<file path="src/rtl/qspi_cmd_master_if.sv">
// ---------------------------------------------------------------------------
// qspi_cmd_master_if
// Requester-side bundle for qspi_cmd_master.
//   req_*        : transaction request (valid/ready handshake)
//   wdata_*      : write word stream, one word per valid/ready handshake
//   rdata_*      : read word stream, single-cycle pulse, no backpressure
//   busy / err   : transaction in progress / sticky timeout flag
// Modports:
//   master : the on-chip requester (boot loader, debug bridge, testbench)
//   slave  : the qspi_cmd_master engine
// ---------------------------------------------------------------------------
interface qspi_cmd_master_if #(
    parameter int LW = 9
);
    logic          req_valid;
    logic          req_ready;
    logic [7:0]    req_cmd;
    logic [31:0]   req_addr;
    logic          req_has_addr;
    logic          req_rnw;
    logic [LW-1:0] req_len;
    logic [5:0]    req_dummy;
    logic          req_quad;
    logic          wdata_valid;
    logic          wdata_ready;
    logic [31:0]   wdata;
    logic          rdata_valid;
    logic [31:0]   rdata;
    logic          busy;
    logic          err;

    modport master (
        output req_valid, req_cmd, req_addr, req_has_addr, req_rnw,
               req_len, req_dummy, req_quad, wdata_valid, wdata,
        input  req_ready, wdata_ready, rdata_valid, rdata, busy, err
    );

    modport slave (
        input  req_valid, req_cmd, req_addr, req_has_addr, req_rnw,
               req_len, req_dummy, req_quad, wdata_valid, wdata,
        output req_ready, wdata_ready, rdata_valid, rdata, busy, err
    );
endinterface

</file>
<file path="src/rtl/qspi_cmd_master.sv">
// ---------------------------------------------------------------------------
// qspi_cmd_master
// SPI / QPI (mode 0) master issuing cmd / addr / dummy / data transactions
// to a PULPino-style SPI slave.
// Ports:
//   clk, rst_n     : system clock, asynchronous active-low reset
//   bus (slave)    : request, write-word, read-word streams, busy, err
//   spi_clk_o      : SCK, idles low
//   spi_csn_o      : chip select, active low
//   spi_mode_o     : pad direction, 00 single, 10 quad tx, 01 quad rx
//   spi_sdo_o      : serial data out (lane 0 only in single mode)
//   spi_sdi_i      : serial data in  (lane 0 only in single mode)
// Optional feature macro: QSPI_CMD_MASTER_TIMEOUT_EN
//   When defined, a write pause longer than TIMEOUT cycles aborts the
//   transaction and sets the sticky err flag. When undefined, err is 0.
// ---------------------------------------------------------------------------
module qspi_cmd_master #(
    parameter int CLK_DIV = 2,
    parameter int CS_IDLE = 4,
    parameter int MAX_LEN = 256,
    parameter int TIMEOUT = 1024
) (
    input  logic             clk,
    input  logic             rst_n,
    qspi_cmd_master_if.slave bus,
    output logic             spi_clk_o,
    output logic             spi_csn_o,
    output logic [1:0]       spi_mode_o,
    output logic [3:0]       spi_sdo_o,
    input  logic [3:0]       spi_sdi_i
);
    localparam int LW = $clog2(MAX_LEN + 1);
    // One counter serves both the csn gap and the write-pause timeout.
    localparam int CW = $clog2(((CS_IDLE > TIMEOUT) ? CS_IDLE : TIMEOUT) + 1);
    localparam logic [7:0]    DIV_M1  = 8'(CLK_DIV - 1);
    localparam logic [CW-1:0] GAP_M1  = CW'(CS_IDLE - 1);
    localparam logic [LW-1:0] LEN_MAX = LW'(MAX_LEN);
`ifdef QSPI_CMD_MASTER_TIMEOUT_EN
    localparam logic [CW-1:0] TO_M1   = CW'(TIMEOUT - 1);
`endif

    typedef enum logic [2:0] {IDLE, CMD, ADDR, DUMMY, WDATA, RDATA, HOLD, GAP} state_t;

    state_t        state, nxt, data_phase;
    logic [7:0]    div_cnt;
    logic [5:0]    bit_cnt;
    logic [CW-1:0] wait_cnt;
    logic [LW-1:0] len_r, words_left, len_clamp;
    logic [31:0]   addr_r, sh, rsh, sh_shift, rsh_next;
    logic [5:0]    dummy_r, word_bits;
    logic          has_addr_r, rnw_r, quad_r, loaded;
    logic          sck_evt, rise_evt, fall_evt, last_bit, load_now;

    function automatic logic [3:0] out_bits(input logic [31:0] s, input logic q);
        return q ? s[31:28] : {3'b000, s[31]};
    endfunction

    function automatic logic [1:0] mode_for(input state_t s, input logic q);
        if (!q) return 2'b00;
        if ((s == CMD) || (s == ADDR) || (s == WDATA)) return 2'b10;
        if ((s == DUMMY) || (s == RDATA)) return 2'b01;
        return 2'b00;
    endfunction

    always_comb begin
        word_bits = quad_r ? 6'd8 : 6'd32;
        sh_shift  = quad_r ? {sh[27:0], 4'h0} : {sh[30:0], 1'b0};
        rsh_next  = quad_r ? {rsh[27:0], spi_sdi_i} : {rsh[30:0], spi_sdi_i[0]};
        len_clamp = (bus.req_len > LEN_MAX) ? LEN_MAX : bus.req_len;
        // SCK only runs in shifting states; a write word not yet loaded freezes it low.
        sck_evt = 1'b0;
        if ((state == CMD) || (state == ADDR) || (state == DUMMY) || (state == RDATA) ||
            ((state == WDATA) && loaded))
            sck_evt = (div_cnt == DIV_M1);
        rise_evt = sck_evt && !spi_clk_o;
        fall_evt = sck_evt && spi_clk_o;
        last_bit = (bit_cnt == 6'd1);
        if (len_r == '0)            data_phase = HOLD;
        else if (!rnw_r)            data_phase = WDATA;
        else if (dummy_r != 6'd0)   data_phase = DUMMY;
        else                        data_phase = RDATA;
        nxt = HOLD;
        case (state)
            CMD:          nxt = has_addr_r ? ADDR : data_phase;
            ADDR:         nxt = data_phase;
            DUMMY:        nxt = RDATA;
            RDATA, WDATA: nxt = (words_left == LW'(1)) ? HOLD : state;
            default:      nxt = HOLD;
        endcase
        // A write word is taken either on the falling edge that closes the
        // previous phase/word (no SCK stretch) or later, ending a pause.
        load_now = bus.wdata_valid &&
                   (((state == WDATA) && !loaded) || (fall_evt && last_bit && (nxt == WDATA)));
    end

    assign bus.wdata_ready = load_now;

`ifndef QSPI_CMD_MASTER_TIMEOUT_EN
    assign bus.err = 1'b0;
`endif

    always_ff @(posedge clk or negedge rst_n) begin
        if (!rst_n) begin
            state           <= IDLE;
            bus.req_ready   <= 1'b1;
            bus.busy        <= 1'b0;
            bus.rdata_valid <= 1'b0;
            bus.rdata       <= '0;
`ifdef QSPI_CMD_MASTER_TIMEOUT_EN
            bus.err         <= 1'b0;
`endif
            spi_clk_o  <= 1'b0;
            spi_csn_o  <= 1'b1;
            spi_mode_o <= 2'b00;
            spi_sdo_o  <= 4'h0;
            div_cnt    <= '0;
            bit_cnt    <= '0;
            wait_cnt   <= '0;
            len_r      <= '0;
            words_left <= '0;
            addr_r     <= '0;
            dummy_r    <= '0;
            has_addr_r <= 1'b0;
            rnw_r      <= 1'b0;
            quad_r     <= 1'b0;
            loaded     <= 1'b0;
            sh         <= '0;
            rsh        <= '0;
        end else begin
            bus.rdata_valid <= 1'b0;
            case (state)
                IDLE: begin
                    if (bus.req_valid) begin
                        state         <= CMD;
                        bus.req_ready <= 1'b0;
                        bus.busy      <= 1'b1;
`ifdef QSPI_CMD_MASTER_TIMEOUT_EN
                        bus.err       <= 1'b0;
`endif
                        addr_r     <= bus.req_addr;
                        has_addr_r <= bus.req_has_addr;
                        rnw_r      <= bus.req_rnw;
                        dummy_r    <= bus.req_dummy;
                        quad_r     <= bus.req_quad;
                        len_r      <= len_clamp;
                        words_left <= len_clamp;
                        // First command bit is on sdo as csn falls.
                        sh         <= {bus.req_cmd, 24'h0};
                        spi_sdo_o  <= out_bits({bus.req_cmd, 24'h0}, bus.req_quad);
                        spi_mode_o <= bus.req_quad ? 2'b10 : 2'b00;
                        spi_csn_o  <= 1'b0;
                        bit_cnt    <= bus.req_quad ? 6'd2 : 6'd8;
                        div_cnt    <= '0;
                    end
                end
                CMD, ADDR, DUMMY, WDATA, RDATA: begin
                    if ((state == WDATA) && !loaded) begin
                        // Write pause: SCK held low until a word arrives.
                        if (bus.wdata_valid) begin
                            sh        <= bus.wdata;
                            spi_sdo_o <= out_bits(bus.wdata, quad_r);
                            loaded    <= 1'b1;
                            bit_cnt   <= word_bits;
                            div_cnt   <= '0;
                        end
`ifdef QSPI_CMD_MASTER_TIMEOUT_EN
                        else if (wait_cnt == TO_M1) begin
                            state      <= HOLD;
                            bus.err    <= 1'b1;
                            div_cnt    <= '0;
                            spi_mode_o <= 2'b00;
                            spi_sdo_o  <= 4'h0;
                        end else begin
                            wait_cnt <= wait_cnt + 1'b1;
                        end
`endif
                    end else if (sck_evt) begin
                        div_cnt   <= '0;
                        spi_clk_o <= ~spi_clk_o;
                        if (rise_evt) begin
                            rsh <= rsh_next;
                            if ((state == RDATA) && last_bit) begin
                                bus.rdata       <= rsh_next;
                                bus.rdata_valid <= 1'b1;
                            end
                        end else if (!last_bit) begin
                            bit_cnt   <= bit_cnt - 6'd1;
                            sh        <= sh_shift;
                            spi_sdo_o <= out_bits(sh_shift, quad_r);
                        end else begin
                            // Falling edge after the last bit of a phase or word.
                            if ((state == RDATA) || (state == WDATA))
                                words_left <= words_left - LW'(1);
                            state      <= nxt;
                            spi_mode_o <= mode_for(nxt, quad_r);
                            loaded     <= 1'b0;
                            wait_cnt   <= '0;
                            spi_sdo_o  <= 4'h0;
                            case (nxt)
                                ADDR: begin
                                    sh        <= addr_r;
                                    spi_sdo_o <= out_bits(addr_r, quad_r);
                                    bit_cnt   <= word_bits;
                                end
                                DUMMY:   bit_cnt <= dummy_r;
                                RDATA:   bit_cnt <= word_bits;
                                WDATA: begin
                                    if (bus.wdata_valid) begin
                                        sh        <= bus.wdata;
                                        spi_sdo_o <= out_bits(bus.wdata, quad_r);
                                        loaded    <= 1'b1;
                                        bit_cnt   <= word_bits;
                                    end
                                end
                                default: bit_cnt <= '0;
                            endcase
                        end
                    end else begin
                        div_cnt <= div_cnt + 8'd1;
                    end
                end
                HOLD: begin
                    // SCK rests low for one half-period before csn rises.
                    if (div_cnt == DIV_M1) begin
                        spi_csn_o <= 1'b1;
                        state     <= GAP;
                        wait_cnt  <= '0;
                    end else begin
                        div_cnt <= div_cnt + 8'd1;
                    end
                end
                GAP: begin
                    if (wait_cnt == GAP_M1) begin
                        state         <= IDLE;
                        bus.req_ready <= 1'b1;
                        bus.busy      <= 1'b0;
                    end else begin
                        wait_cnt <= wait_cnt + 1'b1;
                    end
                end
                default: state <= IDLE;
            endcase
        end
    end
endmodule

</file>
<file path="src/flat_wrapper.sv">
// flat-port wrapper written by rule: the top's interface ports become plain ports
module qspi_cmd_master_flat 
#(
    parameter int CLK_DIV = 2,
    parameter int CS_IDLE = 4,
    parameter int MAX_LEN = 256,
    parameter int TIMEOUT = 1024
)
  (clk, rst_n, spi_clk_o, spi_csn_o, spi_mode_o, spi_sdo_o, spi_sdi_i, bus_req_valid, bus_req_cmd, bus_req_addr, bus_req_has_addr, bus_req_rnw, bus_req_len, bus_req_dummy, bus_req_quad, bus_wdata_valid, bus_wdata, bus_req_ready, bus_wdata_ready, bus_rdata_valid, bus_rdata, bus_busy, bus_err);
  qspi_cmd_master_if bus_i ();
  input  logic clk;
  input  logic rst_n;
  output logic spi_clk_o;
  output logic spi_csn_o;
  output logic [1:0] spi_mode_o;
  output logic [3:0] spi_sdo_o;
  input  logic [3:0] spi_sdi_i;
  input wire logic [$bits(bus_i.req_valid)-1:0] bus_req_valid;
  input wire logic [$bits(bus_i.req_cmd)-1:0] bus_req_cmd;
  input wire logic [$bits(bus_i.req_addr)-1:0] bus_req_addr;
  input wire logic [$bits(bus_i.req_has_addr)-1:0] bus_req_has_addr;
  input wire logic [$bits(bus_i.req_rnw)-1:0] bus_req_rnw;
  input wire logic [$bits(bus_i.req_len)-1:0] bus_req_len;
  input wire logic [$bits(bus_i.req_dummy)-1:0] bus_req_dummy;
  input wire logic [$bits(bus_i.req_quad)-1:0] bus_req_quad;
  input wire logic [$bits(bus_i.wdata_valid)-1:0] bus_wdata_valid;
  input wire logic [$bits(bus_i.wdata)-1:0] bus_wdata;
  output wire logic [$bits(bus_i.req_ready)-1:0] bus_req_ready;
  output wire logic [$bits(bus_i.wdata_ready)-1:0] bus_wdata_ready;
  output wire logic [$bits(bus_i.rdata_valid)-1:0] bus_rdata_valid;
  output wire logic [$bits(bus_i.rdata)-1:0] bus_rdata;
  output wire logic [$bits(bus_i.busy)-1:0] bus_busy;
  output wire logic [$bits(bus_i.err)-1:0] bus_err;
  assign bus_i.req_valid = bus_req_valid;
  assign bus_i.req_cmd = bus_req_cmd;
  assign bus_i.req_addr = bus_req_addr;
  assign bus_i.req_has_addr = bus_req_has_addr;
  assign bus_i.req_rnw = bus_req_rnw;
  assign bus_i.req_len = bus_req_len;
  assign bus_i.req_dummy = bus_req_dummy;
  assign bus_i.req_quad = bus_req_quad;
  assign bus_i.wdata_valid = bus_wdata_valid;
  assign bus_i.wdata = bus_wdata;
  assign bus_req_ready = bus_i.req_ready;
  assign bus_wdata_ready = bus_i.wdata_ready;
  assign bus_rdata_valid = bus_i.rdata_valid;
  assign bus_rdata = bus_i.rdata;
  assign bus_busy = bus_i.busy;
  assign bus_err = bus_i.err;
  qspi_cmd_master #(.CLK_DIV(CLK_DIV), .CS_IDLE(CS_IDLE), .MAX_LEN(MAX_LEN), .TIMEOUT(TIMEOUT)) u_core (.clk(clk), .rst_n(rst_n), .bus(bus_i), .spi_clk_o(spi_clk_o), .spi_csn_o(spi_csn_o), .spi_mode_o(spi_mode_o), .spi_sdo_o(spi_sdo_o), .spi_sdi_i(spi_sdi_i));
endmodule
</file>
<file path="config.mk">
export PLATFORM = sky130hd
export DESIGN_NAME = qspi_cmd_master_flat
export DESIGN_NICKNAME = d
export VERILOG_FILES = /design/src/rtl/qspi_cmd_master_if.sv /design/src/rtl/qspi_cmd_master.sv /design/src/flat_wrapper.sv
export SDC_FILE = /design/constraint.sdc
export NUM_CORES = 1
export LEC_CHECK = 0
export CAP_MARGIN = 25
export CORE_MARGIN = 2
export CORE_UTILIZATION = 62
export CTS_BUF_LIST = sky130_fd_sc_hd__clkbuf_4
export CTS_CLUSTER_SIZE = 10
export DETAILED_ROUTE_END_ITERATION = 16
export GPL_TIMING_DRIVEN = 0
export PLACE_DENSITY = 0.88
export SYNTH_ARGS = -nofsm -noshare
export SYNTH_HDL_FRONTEND = slang
export SYNTH_SLANG_ARGS = --single-unit
</file>
<file path="constraint.sdc">
create_clock -name clk -period 4.2 [get_ports clk]
set_clock_uncertainty 0.05 [all_clocks]
set_input_delay 0.63 -clock clk [delete_from_list [all_inputs] [get_ports clk]]
set_output_delay 0.63 -clock clk [all_outputs]
set_load 0.02 [all_outputs]
</file>
==> metrics.yaml, run 1 <==
tightest_slew_ns: 1.005
critPathBufInv: 2
power_density_nw_per_um2: 785.7
hold_viol_final: 0
synth_cell_types: 76
arrival_ns: 3.24
slowest_delay_ns: 0.56
startpoint_type: "register"
yosysWarnings: 0
fp.coreArea_um2: 17120
max_freq_mhz: 255.2
grt.total_usage_pct: 32.83
n_fill_cell: 1201
switching_share_pct: 48.75
seq_area_um2: 4833
seqPwrFrac_pct: 31.8
grt_pass1_wl_um: 47890
first_global_vias: 9391
synth_edf_count: 0
clock-sinks: 193
p_clk_share_pct: 11.5
status: "finished, final reports clean"
grt_overflow_total: 0
cpMostUsedCell: "o21a_1"
dp_hpwl_um: 20840
clkLatencyLatePin_ns: 0.63
cts_buffers: 17
tritoncts: "done"
syn-cell-area_um2: 10780
drcViolationCount: 0
drt_iter0_markers: 1313
die_area_um2: 18450
ios: 143
htree_num_levels: 4
clock_path_buffers: 2
syn-num-nets: 1188
grt_max_degree: 121
ir_worst_vdd_mv: 0.4073
timing.critical_path.cells: "or4_4 -> o31ai_4 -> o21a_1 -> o211a_1 -> buf_2 -> nand2_1 -> nor2_1 -> o21a_1 -> clkbuf_2"
cp_slowest_cell: "or4_4"
leakagePower_nw: 5.600
start_util_pct: 62.95
hp-class: "register to register"
seq_area_frac_synth_pct: 44.84
worstSetupPathType: "register to primary output"
internal_power_mw: 5.205
p_comb_share_pct: 56.8
ys_seq_elements: 193
setup_violations: 0
port_buffers: 141
wirelength_um: 29670
fin_nets: 1353
ys.flop_type: "dfrtp_1"
clockRootBuffer: "clkbuf_4"
fin_crit_sh_pct: 93.30
die_w_um: 135.8
area_growth_pct: 19.97
multi_input_area_um2: 5458
rsz0062_at_grt: "no"
fin_area_um2: 12930
dr.pass1.iters: 8
rows: 48
clkTransAtPathRegs_ns: 0.21
vias: 9750
wl_per_cell_um: 19.99
syn_inst: 1080
gp_congestion: 0.9531
max_cap_violations: 0
antenna_found_initial: 1
fp.dieH_um: 135.8
crit_family: "simple AND/OR/NAND/NOR gates"
final_core_util_pct: 75.53
dpl-instance-area_um2: 12510
required_ns: 3.52
max-slew-margin-rel_pct: 32.97
async_reset_ff_share_pct: 100.0
slew_viol_final: 0
layout-drive-gt1-share_pct: 12.48
vias_per_cell: 6.570
crit_path_end_kind: "primary output"
period_needed_ns: 3.919
cp_max_fo: 9
syn_area_per_cell_um2: 9.977
p_switching_mw: 4.952
detail-route-antenna-nets: 0
## synthesized netlist by cell type, types with 20 or more instances
| library cell | count | share of area, % |
|---|---|---|
| dfrtp_1 | 191 | 44 |
| mux2i_1 | 113 | 10 |
| a21oi_1 | 82 | 3.8 |
| nor2_1 | 74 | 2.6 |
| mux2_2 | 57 | 6.0 |
| nand2_1 | 56 | 2.0 |
| o21ai_0 | 50 | 2.3 |
| a31oi_1 | 43 | 2.5 |
| inv_1 | 42 | 1.5 |
| clkbuf_1 | 38 | 1.3 |
| nand3_1 | 38 | 1.8 |
| o211ai_1 | 35 | 2.4 |
| buf_2 | 24 | 1.1 |
| o22a_1 | 21 | 1.7 |
| and3_1 | 20 | 1.2 |
## kinds of logic (layout without fill, tap and decap cells)
logic type,after synthesis,count (layout),synth area share (%)
AOI/OAI and AO/OA,314,314,19.84
xor gates and xnor gates,7,7,0.5690
adders and majority gates,10,10,1.161
buffers and inverters,122,300,4.877
DFF,193,193,44.84
muxes,170,170,16.45
other,1,2,0.03480
and+or+nand+nor,263,263,12.22
## through the flow
step                setup slack, ns  setup TNS [ns]  power [mW]  instances  hold WS, ns
floorplan                     1.500               0       7.105       1080       0.2844
global placement             -5.612        -1074.78       8.548       1446       0.4126
detailed placement           0.3744               0       8.737       1448       0.4167
CTS                          0.1895               0       9.966       1483       0.4471
global route                 0.1375               0       10.78       1484       0.4870
finish                       0.2813               0       10.16       1484       0.4541
## power groups by stage
stage | Combinational, mW | Sequential [mW] | Clock [mW]
after global placement | 5.35 | 3.20 | 0
final | 5.76 | 3.23 | 1.17
after global routing | 6.23 | 3.29 | 1.25
after CTS | 5.60 | 3.19 | 1.17
after detailed placement | 5.51 | 3.22 | 0
after floorplan | 4.01 | 3.09 | 0
## worst paths after layout
path | start | to | slack [ns] | depth (start not counted)
setup reg to reg | u_core.state[1] | u_core.sh[3] | 0.90 | 10
max in group asynchronous | rst_n | u_core.state[1] | 2.62 | 3
hold reg to reg | u_core.wait_cnt[10] | u_core.wait_cnt[10] | 0.45 | 1
min in group asynchronous | rst_n | u_core.len_r[6] | 0.49 | 2
hold / removal | u_core.wait_cnt[10] | u_core.wait_cnt[10] | 0.45 | 1
setup / recovery | u_core.dummy_r[0] | bus_wdata_ready | 0.28 | 9
## registers in the layout (all words and copies together) (netlist names), 3 cells and up
name,cells
u_core.sh,31
u_core.div_cnt,8
u_core.bit_cnt,6
u_core.addr_r,32
u_core.spi_sdo_o,4
u_core.words_left,9
u_core.wait_cnt,11
u_core.bus.rdata,32
u_core.len_r,9
u_core.state,3
u_core.rsh,31
u_core.dummy_r,6
## worst reg2reg max path: cells and delay by family (launching register included)
kind | cells | cell delay, ns
adder cells (fa/ha/maj) | 1 | 0.35
AND/OR/NAND/NOR | 3 | 1.23
flip-flops | 1 | 0.48
buffers and inverters | 3 | 0.44
AO/OA/AOI/OAI | 3 | 0.66
## repair_timing
item	CTS	global route
pin swaps	2	0
hold buffers	1	0
setup endpoints to repair	1	1
resized for setup	4	5
hold endpoints to repair	71	0
setup buffers	2	0
## cell usage in the layout, fill, tap and decap left out, types with 17 or more instances in the layout
master	n
nor3_1	19
and3_1	20
nand2_1	56
clkbuf_4	17
o22a_1	21
a31oi_1	43
mux2_2	57
nor2_1	74
clkdlybuf4s50_1	139
a21oi_1	82
buf_2	25
dfrtp_1	190
mux2i_1	113
clkbuf_1	38
o21ai_0	50
o211ai_1	35
nand3_1	38
inv_1	42
## per-layer routing
layer | vias up | share of wire, % | track usage (%)
li1 | 4337 | - | -
met1 | 4696 | 41 | 45.25
met2 | 618 | 47 | 51.82
met3 | 99 | 8.9 | 6.749
met4 | 0 | 2.9 | 11.86
met5 | - | 0 | 0
## cell type report
class / instances / share of cell area, %
clock inverter: 15 / 1.781
buffer: 80 / 2.846
multi-input combinational: 765 / 42.22
inverter: 42 / 1.220
antenna: 1 / 0.01936
timing repair buffer: 146 / 11.36
tap: 225 / 2.178
clock buffer: 17 / 0.9872
sequential: 193 / 37.39
(Power assumes the default switching activity.)
==> run 2, diff against run 1 <==
--- a/config.mk
+++ b/config.mk
@@ -13,6 +13,7 @@
 export DETAILED_ROUTE_END_ITERATION = 16
 export GPL_TIMING_DRIVEN = 0
 export PLACE_DENSITY = 0.88
+export SKIP_LAST_GASP = 1
 export SYNTH_ARGS = -nofsm -noshare
 export SYNTH_HDL_FRONTEND = slang
 export SYNTH_SLANG_ARGS = --single-unit
==> results of run 2 <==
No change in the layout: final DEF, timing and power equal those of run 1.
